### config.mk
export PLATFORM = sky130hd
export DESIGN_NAME = dma_write_controller
export DESIGN_NICKNAME = d
export VERILOG_FILES = /design/src/rtl/dma_write_controller_pkg.sv /design/src/rtl/dma_line_writer.sv /design/src/rtl/dma_write_controller.sv
export SDC_FILE = /design/constraint.sdc
export NUM_CORES = 1
export LEC_CHECK = 0
export CAP_MARGIN = 15
export CORE_MARGIN = 1.5
export CORE_UTILIZATION = 25
export DETAILED_ROUTE_END_ITERATION = 10
export SLEW_MARGIN = 10
export SYNTH_ARGS = -nofsm -noshare
export SYNTH_HDL_FRONTEND = slang
export SYNTH_SLANG_ARGS = --single-unit
### constraint.sdc
create_clock -name clk -period 4.3 [get_ports clk]
set_input_delay 0.645 -clock clk [delete_from_list [all_inputs] [get_ports clk]]
set_output_delay 0.645 -clock clk [all_outputs]
set_load 0.05 [all_outputs]
### src/rtl/dma_write_controller_pkg.sv
// Shared widths, hold time and FSM encoding for the DMA write controller.
package dma_write_controller_pkg;

  localparam int DMA_WORD_SIZE  = 16;
  localparam int DMA_LINE_SIZE  = 64;
  localparam int DMA_WRITE_HOLD = 5;

  typedef enum logic [2:0] {
    IDLE  = 3'd0,
    REQ   = 3'd1,
    FETCH = 3'd2,
    WRITE = 3'd3,
    DONE  = 3'd4
  } state_t;

endpackage

### src/rtl/dma_line_writer.sv
// Holds one line's address and data stable for WRITE_HOLD cycles.
// Losing the enable aborts the write so the owner can restart it from scratch.
module dma_line_writer
  import dma_write_controller_pkg::*;
#(
  parameter int WORD_SIZE  = DMA_WORD_SIZE,
  parameter int LINE_SIZE  = DMA_LINE_SIZE,
  parameter int WRITE_HOLD = DMA_WRITE_HOLD
) (
  input  logic                 clk,
  input  logic                 reset_n,
  input  logic                 start,
  input  logic                 enable,
  input  logic [WORD_SIZE-1:0] addr,
  input  logic [LINE_SIZE-1:0] line,
  output logic                 busy,
  output logic                 done,
  output logic [WORD_SIZE-1:0] wr_addr,
  output logic [LINE_SIZE-1:0] wr_data
);

  localparam int CNT_W = $clog2(WRITE_HOLD + 1);

  logic [CNT_W-1:0] hold_cnt;

  // Last cycle of the hold window; only counts while the bus is still ours.
  assign done = busy && enable && (hold_cnt == CNT_W'(WRITE_HOLD - 1));

  always_ff @(posedge clk or negedge reset_n) begin
    if (!reset_n) begin
      busy     <= 1'b0;
      hold_cnt <= '0;
      wr_addr  <= '0;
      wr_data  <= '0;
    end else if (start) begin
      busy     <= 1'b1;
      hold_cnt <= '0;
      wr_addr  <= addr;
      wr_data  <= line;
    end else if (busy && (!enable || done)) begin
      busy     <= 1'b0;
      hold_cnt <= '0;
    end else if (busy) begin
      hold_cnt <= hold_cnt + CNT_W'(1);
    end
  end

endmodule

### src/rtl/dma_write_controller.sv
// DMA engine: takes a (start address, word count) command, acquires the data bus,
// and copies device lines into memory one held line write at a time.
module dma_write_controller
  import dma_write_controller_pkg::*;
#(
  parameter int WORD_SIZE  = DMA_WORD_SIZE,
  parameter int LINE_SIZE  = DMA_LINE_SIZE,
  parameter int WRITE_HOLD = DMA_WRITE_HOLD
) (
  input  logic                 clk,
  input  logic                 reset_n,
  input  logic                 cmd_valid,
  output logic                 cmd_ready,
  input  logic [WORD_SIZE-1:0] cmd_addr,
  input  logic [WORD_SIZE-1:0] cmd_length,
  output logic                 bus_req,
  input  logic                 bus_grant,
  input  logic                 dev_valid,
  output logic                 dev_ready,
  input  logic [LINE_SIZE-1:0] dev_line,
  output logic [WORD_SIZE-1:0] d_address,
  output logic                 d_writeM,
  output logic                 d_writeMword,
  output logic [LINE_SIZE-1:0] d_data_out,
  output logic                 d_data_oe,
  output logic                 dma_done
);

  localparam int WORDS_PER_LINE = LINE_SIZE / WORD_SIZE;
  localparam int LINE_SHIFT     = $clog2(WORDS_PER_LINE);
  localparam logic [WORD_SIZE-1:0] STEP = WORD_SIZE'(WORDS_PER_LINE);

  state_t               state;
  logic [WORD_SIZE-1:0] cur_addr;
  logic [WORD_SIZE-1:0] lines_left;
  logic [LINE_SIZE-1:0] buffer;
  logic                 buf_full;
  logic                 dev_ready_q;

  logic [WORD_SIZE:0]   len_round;
  logic [WORD_SIZE-1:0] cmd_lines;
  logic                 capture;
  logic                 wr_start;
  logic [LINE_SIZE-1:0] wr_line;
  logic                 wr_busy;
  logic                 wr_done;
  logic [WORD_SIZE-1:0] wr_addr;
  logic [LINE_SIZE-1:0] wr_data;
  logic                 gate;

  // Round the word count up to whole lines; the device pads a partial last line.
  assign len_round = {1'b0, cmd_length} + (WORD_SIZE + 1)'(WORDS_PER_LINE - 1);
  assign cmd_lines = WORD_SIZE'(len_round >> LINE_SHIFT);

  assign dev_ready = dev_ready_q && bus_grant;
  assign capture   = (state == FETCH) && dev_valid && dev_ready;
  // A retained line (after a lost grant) is replayed without asking the device again.
  assign wr_start  = (state == FETCH) && bus_grant && (buf_full || (dev_valid && dev_ready_q));
  assign wr_line   = buf_full ? buffer : dev_line;

  dma_line_writer #(
    .WORD_SIZE (WORD_SIZE),
    .LINE_SIZE (LINE_SIZE),
    .WRITE_HOLD(WRITE_HOLD)
  ) u_writer (
    .clk    (clk),
    .reset_n(reset_n),
    .start  (wr_start),
    .enable (bus_grant),
    .addr   (cur_addr),
    .line   (wr_line),
    .busy   (wr_busy),
    .done   (wr_done),
    .wr_addr(wr_addr),
    .wr_data(wr_data)
  );

  // Memory side is gated by the grant combinationally so it drops the cycle the bus is lost.
  assign gate         = wr_busy && bus_grant;
  assign d_writeM     = gate;
  assign d_data_oe    = gate;
  assign d_address    = gate ? wr_addr : '0;
  assign d_data_out   = gate ? wr_data : '0;
  assign d_writeMword = 1'b0;

  always_ff @(posedge clk or negedge reset_n) begin
    if (!reset_n) begin
      state       <= IDLE;
      cmd_ready   <= 1'b1;
      bus_req     <= 1'b0;
      dma_done    <= 1'b0;
      cur_addr    <= '0;
      lines_left  <= '0;
      buffer      <= '0;
      buf_full    <= 1'b0;
      dev_ready_q <= 1'b0;
    end else begin
      dma_done <= 1'b0;
      case (state)
        IDLE: begin
          if (cmd_valid && cmd_ready) begin
            cur_addr   <= cmd_addr;
            lines_left <= cmd_lines;
            cmd_ready  <= 1'b0;
            if (cmd_lines == '0) begin
              state    <= DONE;
              dma_done <= 1'b1;
            end else begin
              state   <= REQ;
              bus_req <= 1'b1;
            end
          end
        end
        REQ: begin
          if (bus_grant) begin
            state       <= FETCH;
            dev_ready_q <= !buf_full;
          end
        end
        FETCH: begin
          if (!bus_grant) begin
            state       <= REQ;
            dev_ready_q <= 1'b0;
          end else if (buf_full) begin
            state <= WRITE;
          end else if (capture) begin
            buffer      <= dev_line;
            buf_full    <= 1'b1;
            dev_ready_q <= 1'b0;
            state       <= WRITE;
          end
        end
        WRITE: begin
          if (!bus_grant) begin
            state <= REQ;
          end else if (wr_done) begin
            cur_addr   <= cur_addr + STEP;
            lines_left <= lines_left - WORD_SIZE'(1);
            buf_full   <= 1'b0;
            if (lines_left == WORD_SIZE'(1)) begin
              state    <= DONE;
              bus_req  <= 1'b0;
              dma_done <= 1'b1;
            end else begin
              state       <= FETCH;
              dev_ready_q <= 1'b1;
            end
          end
        end
        DONE: begin
          state     <= IDLE;
          cmd_ready <= 1'b1;
        end
        default: state <= IDLE;
      endcase
    end
  end

endmodule

# Word level (Yosys, flattened, before mapping)
# Cells that the tools add are included.
[totals]
word_cells = 119
ram_bits = 0
input_bits = 101
n_memories = 0
rom_bits = 0
register_bits = 188
latchBits = 0
[op_classes]
bitwise_logic = 1
add_sub_neg = 4
n_reduce_logical = 29
eq_ne = 18
mul = 0
shifts = 0
div = 0
n_mux = 54
magnitude_cmp = 0
[op_table]
columns = ["operator", "n"]
rows = [
  ["64-bit 2-to-1 mux", 2],
  ["16-bit 2-to-1 mux", 7],
  ["16-bit case mux with 2 select lines", 2],
  ["3-bit 2-to-1 mux", 12],
  ["1-bit 2-to-1 mux", 25],
  ["16-bit by 2-bit adder with 17-bit output, second input constant", 1],
  ["16-bit by 3-bit adder with 16-bit output, second input constant", 1],
  ["16-bit by 1-bit == test with 1-bit output, second input constant", 1],
  ["16-bit zero test", 1],
  ["4-bit AND reduction", 4],
  ["16-bit by 1-bit subtractor with 16-bit output, second input constant", 1],
  ["2-bit != test, second input constant", 7],
  ["3-bit case mux with 4 select lines", 1],
  ["1-bit logical AND", 10],
  ["1-bit case mux with 2 select lines", 4],
  ["2-bit nonzero test", 4],
  ["7-bit AND reduction", 1],
  ["3-bit by 2-bit == test with 1-bit output, second input constant", 2],
  ["3-bit == test, second input constant", 2],
  ["3-bit != test, second input constant", 2],
  ["6-bit AND reduction", 1],
  ["3-bit nonzero test", 2],
  ["4-bit != test, second input constant", 1],
  ["3-bit by 1-bit adder with 3-bit output, second input constant", 1],
  ["other kinds (9)", 11],
]

# Depth between registers and ports, before layout
# Gate-level depths: netlist (run 1).
[logic_depth]
depth_word = 7
mapped_depth = 8
depth_no_buf = 8

# Cells and area by module
# From an unflattened synthesis (run 1), not the netlist that was laid out.
[unflattened]
cells_unflattened = 801
hier_area_um2 = 9720.6
[by_module_without_submodules]
columns = ["mod", "seq_area_each_um2", "cells_per_inst", "n_inst", "area_each_um2"]
rows = [
  ["dma_write_controller", 2603.7, 609, 1, 6323.6],
  ["dma_line_writer", 2102.0, 192, 1, 3397.0],
]

# Worst setup path before layout (run 1)
# Ideal clock, no wire load.
[synth_timing]
path_kind = "input-to-reg"
start = "input bus_grant"
end = "register lines_left[13]"
arrival_ps = 2376
cell_stages = 8
path_slack_ps = 1790
required_ps = 4166
setup_ps = 134
path_cell_list = "and2_1 > clkbuf_1 > nand4_1 > nand2_1 > clkbuf_1 > o21ai_0 > nand2_1 > o21ai_0"
[synth_via]
elab_chain_cells = 4
word_cells_on_any_way = 5
[synth_lines]
columns = ["item", "line", "text"]
rows = [
  ["start, declared", "dma_write_controller.sv:17", "input logic bus_grant,"],
  ["1-bit logical AND", "--", ""],
  ["net d_data_oe", "dma_write_controller.sv:25", "output logic d_data_oe,"],
  ["1-bit logical AND", "dma_line_writer.sv:27", "assign done = busy && enable && (hold_cnt == CNT_W'(WRITE_HOLD - 1));"],
  ["2-bit by 1-bit != test with 1-bit output (no line)", "--", ""],
  ["4-bit AND reduction (no line)", "--", ""],
  ["end signal, assigned", "dma_write_controller.sv:103", "lines_left <= cmd_lines;"],
  ["end signal, assigned", "dma_write_controller.sv:138", "lines_left <= lines_left - WORD_SIZE'(1);"],
  ["end, declared", "dma_write_controller.sv:35", "logic [WORD_SIZE-1:0] lines_left;"],
]
# The timed path passes the listed nets, and every way through them passes these cells.
# A chain may end at the register's enable or synchronous reset.

# Worst setup path after layout (run 1)
[layout_timing]
start = "register u_writer.busy"
end = "output d_data_out[26]"
[layout_via]
elab_chain_cells = 2
[layout_lines]
columns = ["item", "line", "text"]
rows = [
  ["start, declared", "dma_line_writer.sv:16", "output logic busy,"],
  ["start signal, assigned", "dma_line_writer.sv:31", "busy <= 1'b0;"],
  ["start signal, assigned", "dma_line_writer.sv:36", "busy <= 1'b1;"],
  ["start signal, assigned", "dma_line_writer.sv:41", "busy <= 1'b0;"],
  ["1-bit logical AND", "dma_write_controller.sv:79", "assign gate = wr_busy && bus_grant;"],
  ["64-bit 2-to-1 mux", "dma_write_controller.sv:83", "assign d_data_out = gate ? wr_data : '0;"],
  ["end, declared", "dma_write_controller.sv:24", "output logic [LINE_SIZE-1:0] d_data_out,"],
]
# Every way passes these cells.

==> results.cfg, run 1 <==
[run_status]
status = completed

[job]
max_cap_violations = 0

[setup_path]
cp.arrival_ns = 2.73
crit_required_ns = 3.65
cp-end-kind = output pin
path_cells = buf_4, and3_1, clkdlybuf4s50_1
crit_type = reg2out
worst_path_max_delay_cell = dfrtp_2
cp-startpoint = u_writer.busy$_DFFE_PN0P_
cp.buffers_inverters = 2
r2r-start = lines_left[4]$_DFFE_PN0P_
start_kind = flip-flop
r2r_slack_ns = 1.64
cp_max_fo = 45
reg2reg_depth = 6
cp_top_family = buffers and inverters
max_stage_delay_ns = 0.95
worstReg2RegEnd = lines_left[15]$_DFFE_PN0P_

[timing]
setup_viol = 0
min_period_over_period_pct = 78.6
fin_tns_setup_ns = 0
slew_headroom_pct = 38.6
finalHoldViolCount = 0
drv_slew = 0
setup_ws_ns = 0.921
worst_slew_pin_slew_ns = 0.918
period_needed_ns = 3.38
fmax_mhz = 296
clock_skew_ns = 0.0119
grt_setup_unrepaired = false

[final_layout]
nets = 1170
fill_cells = 3732
register_area_mm2 = 0.00471
drive_gt1_share_pct = 12.8
syn2layout_area_growth_pct = 32.0
multi_input_area_mm2 = 0.00428

[cts]
clk_latency_ns = 0.43
clock_path_buffers = 2
clockRootBuffer = clkbuf_16
postCtsHoldBufs = 0
postCtsSetupBuffers = 0
cts_tree = yes
clkSinkCount = 188
clk_pin_slew_ns = 0.07
cts_resized = 0
cts-buffers-inserted = 17
ctsHtreeMaxLevel = 4

[routing]
drt_iter0_markers = 373
drt_first_pass_iters = 4
post-route-drc-count = 0
drt-total-wl_um = 24700
antenna_left = 0
wl_per_cell_um = 16.0
vias = 7392
viasPerCell = 4.78

[logic_synthesis]
ys_top_cells_by_count = dfrtp_1, a21oi_1, nor2_1
ys.flop_type = dfrtp_1
netlist_instances = 913
synth_cell_type_count = 49
synth_top_cell_by_area = dfrtp_1
synth_fp_nets = 1019
post-synth-top-count-cell = dfrtp_1
syn_avg_cell_area_um2 = 10.2
synth-seq-area-share_pct = 50.7
ys.warnings.count = 0
synth_seq_cells = 188
synth_edf_count = 0
async_flop_share_pct = 100
netlist_area_mm2 = 0.00928
synth_top_area_share_pct = 50.4
netlist_top_cells_area = dfrtp_1, mux2_2, mux2i_1

[power_and_ir_drop]
power_density_mw_per_mm2 = 300
switchingPower_uw = 843
swShare_pct = 22.9
p_comb_share_pct = 5.7
seqPwrFrac_pct = 48.0
clkPwrFrac_pct = 46.3
ir_drop_mv = 0.251
power_mw = 3.68
p_leak_nw = 5.51
p_int_mw = 2.83

[global_routing]
grt-ovfl-total = 0
grt_pass1_vias = 7345
grt_pass1_wl_um = 39900
grt_max_degree = 149
antenna_found_initial = 1
track_usage_pct = 13.1

[floorplan]
dieArea_mm2 = 0.0383
rows = 70
fp.dieH_um = 196
core_area_mm2 = 0.0366
chipWidth_um = 196
num_io_pins = 188
initial_core_util_pct = 25.3

[placed_design]
gp_congestion = 0.787
dp_slack_ns = 1.11
hpwl_um = 16200
port_buffers = 186

[hold_path]
hold_class = in2async
## layer usage
metal	track usage [%]	vias up	share of wire, %
li1	-	3559	-
met1	17.5	3660	48
met2	20.9	149	46
met3	3.27	24	4.4
met4	4.42	0	1.9
met5	0	-	0
## metrics by stage
step	instances	hold WS, ns	instance area (µm²)	util [%]
2_1_floorplan	913	0.349	9280	-
3_3_place_gp	1513	0.470	11600	31.7
3_5_place_dp	1513	0.472	11600	31.7
4_1_cts	1545	0.303	12200	33.4
5_1_grt	1546	0.314	12200	33.4
6_report	1547	0.284	12200	33.4
## sequential cells by signal, summed over array words and instances, names as in the netlist
| signal | flops |
|---|---|
| buffer | 64 |
| u_writer.wr_data | 64 |
| cur_addr | 16 |
| lines_left | 16 |
| u_writer.wr_addr | 16 |
| state | 3 |
| u_writer.hold_cnt | 3 |
| buf_full | 1 |
| bus_req | 1 |
| cmd_ready | 1 |
| dev_ready_q | 1 |
| dma_done | 1 |
| u_writer.busy | 1 |
## logic make-up (layout without fill, tap and decap cells)
| family | count (synthesis) | in the layout | share of synthesized area, % |
|---|---|---|---|
| AO/OA/AOI/OAI | 185 | 185 | 10.8 |
| XOR/XNOR | 13 | 13 | 1.23 |
| adder cells (fa/ha/maj) | 5 | 5 | 0.674 |
| buffers and inverters | 78 | 242 | 3.33 |
| flip-flops | 188 | 188 | 50.7 |
| multiplexers | 149 | 149 | 17.2 |
| other | 1 | 3 | 0.0404 |
| AND/OR/NAND/NOR | 294 | 294 | 16.1 |
## area by class of cell
cell class	count	share of cell area, %
Antenna cell	2	0.0409
Clock buffer	19	3.70
Clock inverter	13	1.44
Inverter	11	0.337
Multi-Input combinational cell	647	34.9
Sequential cell	188	38.5
Tap cell	468	4.78
Timing Repair Buffer	199	16.3
## worst max-delay path by stage
stage          slack [ns]                    endpoint  depth (start not counted)
6_report             0.92              d_data_out[26]                          3
5_1_grt              0.76              d_data_out[10]                          3
4_1_cts              0.86              d_data_out[11]                          3
3_5_place_dp         1.11        state[0]$_DFFE_PN0P_                          7
3_3_place_gp         1.16      buffer[35]$_DFFE_PN0P_                          6
2_1_floorplan        1.79  lines_left[13]$_DFFE_PN0P_                          8
## layout by cell type, fill, tap and decap left out, drive strengths merged, types with 2 or more instances in the layout
| cell type | n |
|---|---|
| a21oi | 115 |
| clkinvlp | 3 |
| clkinv | 2 |
| nor3 | 16 |
| or4 | 6 |
| or2 | 2 |
| inv | 16 |
| mux2 | 80 |
| xor2 | 9 |
| nor3b | 2 |
| clkbuf | 20 |
| and3 | 82 |
| xnor2 | 4 |
| a22oi | 4 |
| nand3 | 14 |
| nand2 | 44 |
| bufinv | 3 |
| mux2i | 69 |
| a31o | 2 |
| nor2b | 2 |
| and4 | 2 |
| clkdlybuf4s50 | 184 |
| nor4 | 11 |
| nand4 | 6 |
| o21ai | 39 |
| and2 | 4 |
| o22ai | 12 |
| or3 | 4 |
| a31oi | 2 |
| a22o | 2 |
| o211ai | 2 |
| buf | 14 |
| dfrtp | 187 |
| ha | 5 |
| nand2b | 4 |
| diode | 2 |
| nor2 | 92 |
## power groups by stage
stage | registers (mW) | clock network [mW] | logic [mW]
floorplan | 1.80 | 0 | 0.0479
global placement | 1.80 | 0 | 0.211
detailed placement | 1.80 | 0 | 0.213
CTS | 1.77 | 1.76 | 0.214
global route | 1.77 | 1.83 | 0.231
finish | 1.77 | 1.70 | 0.209
Power figures use the tool's default switching activity.
==> inputs of run 2 (changes only) <==
==> constraint.sdc (replaced) <==
create_clock -name clk -period 3.3 [get_ports clk]
set_input_delay 0.495 -clock clk [delete_from_list [all_inputs] [get_ports clk]]
set_output_delay 0.495 -clock clk [all_outputs]
set_load 0.05 [all_outputs]
==> run 2 against run 1 <==
  * Sequential share of layout area rose by 0.11 points
  * Global-route usage rose by 0.24 points
  * Non-clock buffer count did not move
  * Clock-buffer cell count did not move
==> results.cfg, run 2 (synthesized netlist as in run 1, its figures left out) <==
[run_status]
status = completed

[power_and_ir_drop]
power_mw = 4.62
power_density_mw_per_mm2 = 378
p_leak_nw = 5.50
ir_drop_mv = 0.338

[timing]
finalHoldViolCount = 0
fin_tns_setup_ns = 0
min_period_over_period_pct = 87.6
period_needed_ns = 2.89
slew_headroom_pct = 45.2
fmax_mhz = 346
drv_slew = 0
setup_ws_ns = 0.410
worst_slew_pin_slew_ns = 0.820
setup_viol = 0
grt_setup_unrepaired = false
clock_skew_ns = 0.0117

[setup_path]
cp_max_fo = 69
cp-end-kind = output pin
r2r-start = lines_left[4]$_DFFE_PN0P_
crit_type = reg2out
crit_required_ns = 2.80
start_kind = flip-flop
worstReg2RegEnd = lines_left[14]$_DFFE_PN0P_
reg2reg_depth = 5
cp.arrival_ns = 2.39
r2r_slack_ns = 0.70

[global_routing]
grt_max_degree = 109
track_usage_pct = 13.4
antenna_found_initial = 0
grt_pass1_vias = 7517
grt-ovfl-total = 0
grt_pass1_wl_um = 41000

[final_layout]
nets = 1170
reg_top3 = buffer x64, u_writer.wr_data x64
fin_area_mm2 = 0.0122
fill_cells = 3694
final_cell_mix = dfrtp_1, clkdlybuf4s50_1, a21oi_1, nor2_1, and3_1
antenna_cells = 0
drive_gt1_share_pct = 12.9
syn2layout_area_growth_pct = 31.6
layout_commonest_cell = dfrtp_1

[routing]
drt_iter0_markers = 323
post-route-drc-count = 0
antenna_left = 0
wl_per_cell_um = 16.2
drt_first_pass_iters = 5
viasPerCell = 4.77
vias = 7375
drt-total-wl_um = 25000

[floorplan]
core_area_mm2 = 0.0366
num_io_pins = 188
dieArea_mm2 = 0.0383
fp.dieH_um = 196
chipWidth_um = 196
rows = 70
initial_core_util_pct = 25.3

[cts]
clock_path_buffers = 2
postCtsSetupBuffers = 0
ctsHtreeMaxLevel = 4
clk_pin_slew_ns = 0.08
clockRootBuffer = clkbuf_16
cts_resized = 0
clk_latency_ns = 0.44
cts_tree = yes
cts-buffers-inserted = 17
postCtsHoldBufs = 0
clkSinkCount = 188

[placed_design]
post_dp_cell_area_mm2 = 0.0116
port_buffers = 186
gp_congestion = 0.787
dp_slack_ns = 0.380
hpwl_um = 16100

[hold_path]
hold_class = in2async

[job]
max_cap_violations = 0
## run 2: cell types whose count changed in the layout (fill, tap and decap cells not counted), sizes merged
cell / change
bufinv: -3
inv: +3
buf: +2
clkdlybuf4s50: -2
clkinv: +2
clkinvlp: -2
diode: -2
## run 2: cell type report
cell class              count  area [µm²]  share of cell area, %
flip-flops and latches    188        4710                   38.6
multi-input cells         647        4280                   35.0
repair buffers            199        2030                   16.6
well taps                 468         586                   4.80
clock buffers              19         443                   3.63
clock inverters            13         123                   1.00
inverters                  11        41.3                  0.338
## run 2: power by group
| group | switching, mW | total, mW | internal (mW) | leakage (nW) |
|---|---|---|---|---|
| clock | 1.02 | 2.04 | 1.02 | 0.277 |
| sequential | 0 | 2.30 | 2.30 | 2.60 |
| combinational | 0.134 | 0.275 | 0.141 | 2.62 |
| total | 1.15 | 4.62 | 3.46 | 5.50 |
## run 2: worst max-delay path, cell delays in order (launching register included)
cell	delay, ns
dfrtp_2	0.53
buf_12	0.33
and3_1	0.22
clkdlybuf4s50_1	0.85
## run 2: worst max-delay path by stage
stage | start | to | cells past startpoint
finish | u_writer.busy$_DFFE_PN0P_ | d_address[13] | 3
global route | u_writer.busy$_DFFE_PN0P_ | d_address[13] | 3
CTS | u_writer.busy$_DFFE_PN0P_ | d_address[13] | 3
detailed placement | cmd_length[3] | state[0]$_DFFE_PN0P_ | 7
global placement | cmd_length[3] | state[0]$_DFFE_PN0P_ | 7
floorplan | lines_left[4]$_DFFE_PN0P_ | lines_left[14]$_DFFE_PN0P_ | 6
## run 2: stage by stage
stage,utilization [%],instances,hold slack [ns]
floorplan,-,913,0.199
global placement,31.8,1513,0.465
detailed placement,31.8,1513,0.479
CTS,33.3,1545,0.134
global route,33.3,1545,0.118
finish,33.3,1545,0.0844
## run 2: routing by layer
layer  global-route usage (%)  vias up  wire length [µm]
met1                     17.1     3663             11300
met4                     3.36        0               303
met2                     22.1      137             12100
met5                        0        -                 0
met3                     4.16       18              1350
li1                         -     3557                 -
==> inputs of run 3 (changes only) <==
--- a/config.mk
+++ b/config.mk
@@ -9,6 +9,7 @@
 export CORE_MARGIN = 1.5
 export CORE_UTILIZATION = 25
 export DETAILED_ROUTE_END_ITERATION = 10
+export SKIP_CTS_REPAIR_TIMING = 1
 export SLEW_MARGIN = 10
 export SYNTH_ARGS = -nofsm -noshare
 export SYNTH_HDL_FRONTEND = slang
==> constraint.sdc (replaced) <==
create_clock -name clk -period 3.5 [get_ports clk]
set_input_delay 0.525 -clock clk [delete_from_list [all_inputs] [get_ports clk]]
set_output_delay 0.525 -clock clk [all_outputs]
set_load 0.05 [all_outputs]
==> run 3 against run 2 <==
  * Via count barely moved
  * Hold slack better by 0.033 ns
  * Die area unchanged
  * First-iteration DRC count grew 3.7%
  * Register-to-register slack improved by 0.13 ns
  * Flip-flop and latch count did not move
  * Largest power group unchanged
  * Clock power about the same
  * Wire length decreased by 0.32%
  * Clock skew increased by 0.0071 ns
  * Combinational power shrank 6%
==> results.cfg, run 3 (synthesized netlist as in run 1, its figures left out) <==
[setup_path]
cp-end-kind = output pin
crit_required_ns = 2.97
worstReg2RegEnd = lines_left[15]$_DFFE_PN0P_
endpoint = d_data_out[57]
cp-startpoint = u_writer.busy$_DFFE_PN0P_
crit_type = reg2out
reg2reg_depth = 6
r2r_slack_ns = 0.83
r2r-start = lines_left[4]$_DFFE_PN0P_
start_kind = flip-flop
cp_max_fo = 26
cp.arrival_ns = 2.49

[final_layout]
fin_util_pct = 33.5
layout_commonest_cell = dfrtp_1
reg_top3 = buffer x64, u_writer.wr_data x64
final_cell_mix = dfrtp_1, clkdlybuf4s50_1, a21oi_1, nor2_1, and3_1
drive_gt1_share_pct = 13.1
antenna_cells = 0
fill_cells = 3726
nets = 1173
syn2layout_area_growth_pct = 32.1
fin_area_mm2 = 0.0123

[routing]
post-route-drc-count = 0
drt-total-wl_um = 24900
antenna_left = 0
viasPerCell = 4.77
vias = 7377
drt_iter0_markers = 335
drt_first_pass_iters = 5
wl_per_cell_um = 16.1

[cts]
clock_path_buffers = 2
clkSinkCount = 188
ctsHtreeMaxLevel = 4
clk_pin_slew_ns = 0.08
clockRootBuffer = clkbuf_16
cts-buffers-inserted = 17
clk_latency_ns = 0.45
cts_tree = yes

[timing]
period_needed_ns = 3.01
grt_setup_unrepaired = false
drv_slew = 0
slew_headroom_pct = 39.0
finalHoldViolCount = 0
clock_skew_ns = 0.0187
worst_slew_pin_slew_ns = 0.913
setup_viol = 0
setup_ws_ns = 0.487
min_period_over_period_pct = 86.1
fin_tns_setup_ns = 0
fmax_mhz = 332

[placed_design]
port_buffers = 186
dp_slack_ns = 0.358
gp_congestion = 0.778
hpwl_um = 16300
post_dp_cell_area_mm2 = 0.0117

[power_and_ir_drop]
p_int_mw = 3.36
swShare_pct = 24.4
power_density_mw_per_mm2 = 362
ir_drop_mv = 0.320
p_leak_nw = 5.52
p_comb_share_pct = 5.8
switchingPower_mw = 1.08
seqPwrFrac_pct = 48.9
clkPwrFrac_pct = 45.3

[global_routing]
grt_pass1_vias = 7462
track_usage_pct = 13.2
grt-ovfl-total = 0
antenna_found_initial = 0
grt_max_degree = 103
grt_pass1_wl_um = 39900

[floorplan]
dieArea_mm2 = 0.0383
core_area_mm2 = 0.0366
num_io_pins = 188
initial_core_util_pct = 25.3
chipWidth_um = 196
fp.dieH_um = 196
rows = 70

[run_status]
status = completed

[job]
max_cap_violations = 0

[hold_path]
hold_class = in2async
## run 3: cell types whose count changed in the layout (fill, tap and decap cells not counted), sizes merged
cell / change
buf: +1
bufinv: +1
clkdlybuf4s50: +2
clkinv: -2
inv: +1
## run 3: worst min-delay path by stage
stage | start | to | slack, ns | cells past startpoint
after floorplan | reset_n | buf_full$_DFFE_PN0P_ | 0.23 | 0
after global placement | lines_left[10]$_DFFE_PN0P_ | lines_left[10]$_DFFE_PN0P_ | 0.48 | 2
after detailed placement | cur_addr[1]$_DFFE_PN0P_ | cur_addr[1]$_DFFE_PN0P_ | 0.48 | 2
after CTS | reset_n | cur_addr[2]$_DFFE_PN0P_ | 0.15 | 1
after global routing | reset_n | u_writer.wr_addr[2]$_DFFE_PN0P_ | 0.15 | 1
final | reset_n | u_writer.wr_addr[2]$_DFFE_PN0P_ | 0.12 | 1
## run 3: routing by layer
metal	vias to the layer above	global-route usage [%]	share of wire, %
li1	3575	-	-
met1	3633	17.0	46
met2	153	21.4	47
met3	16	3.90	5.2
met4	0	3.65	0.95
met5	-	0	0
## run 3: power by group through the flow
stage                     combinational, mW  clock [mW]  sequential (mW)
after floorplan                      0.0588           0             2.21
after global placement                0.260           0             2.21
after detailed placement              0.262           0             2.21
after CTS                             0.264        2.09             2.17
after global routing                  0.286        2.18             2.17
final                                 0.258        2.01             2.17
## run 3: worst max-delay path: stages, from the launching register on
cell             delay, ns
dfrtp_2               0.69
buf_4                 0.33
and3_1                0.18
clkdlybuf4s50_1       0.84
## run 3: through the flow
| stage | total power [mW] | hold slack, ns | instances |
|---|---|---|---|
| after floorplan | 2.27 | 0.229 | 913 |
| after global placement | 2.47 | 0.477 | 1516 |
| after detailed placement | 2.48 | 0.479 | 1516 |
| after CTS | 4.53 | 0.149 | 1548 |
| after global routing | 4.64 | 0.150 | 1548 |
| final | 4.44 | 0.118 | 1548 |
## run 3: cell type report
class                           count  area [µm²]  share of cell area, %
Sequential cell                   188        4710                   38.4
Timing Repair Buffer              202        2040                   16.7
Clock buffer                       19         453                   3.70
Inverter                           11        41.3                  0.337
Clock inverter                     13         144                   1.17
Tap cell                          468         586                   4.78
Multi-Input combinational cell    647        4280                   34.9
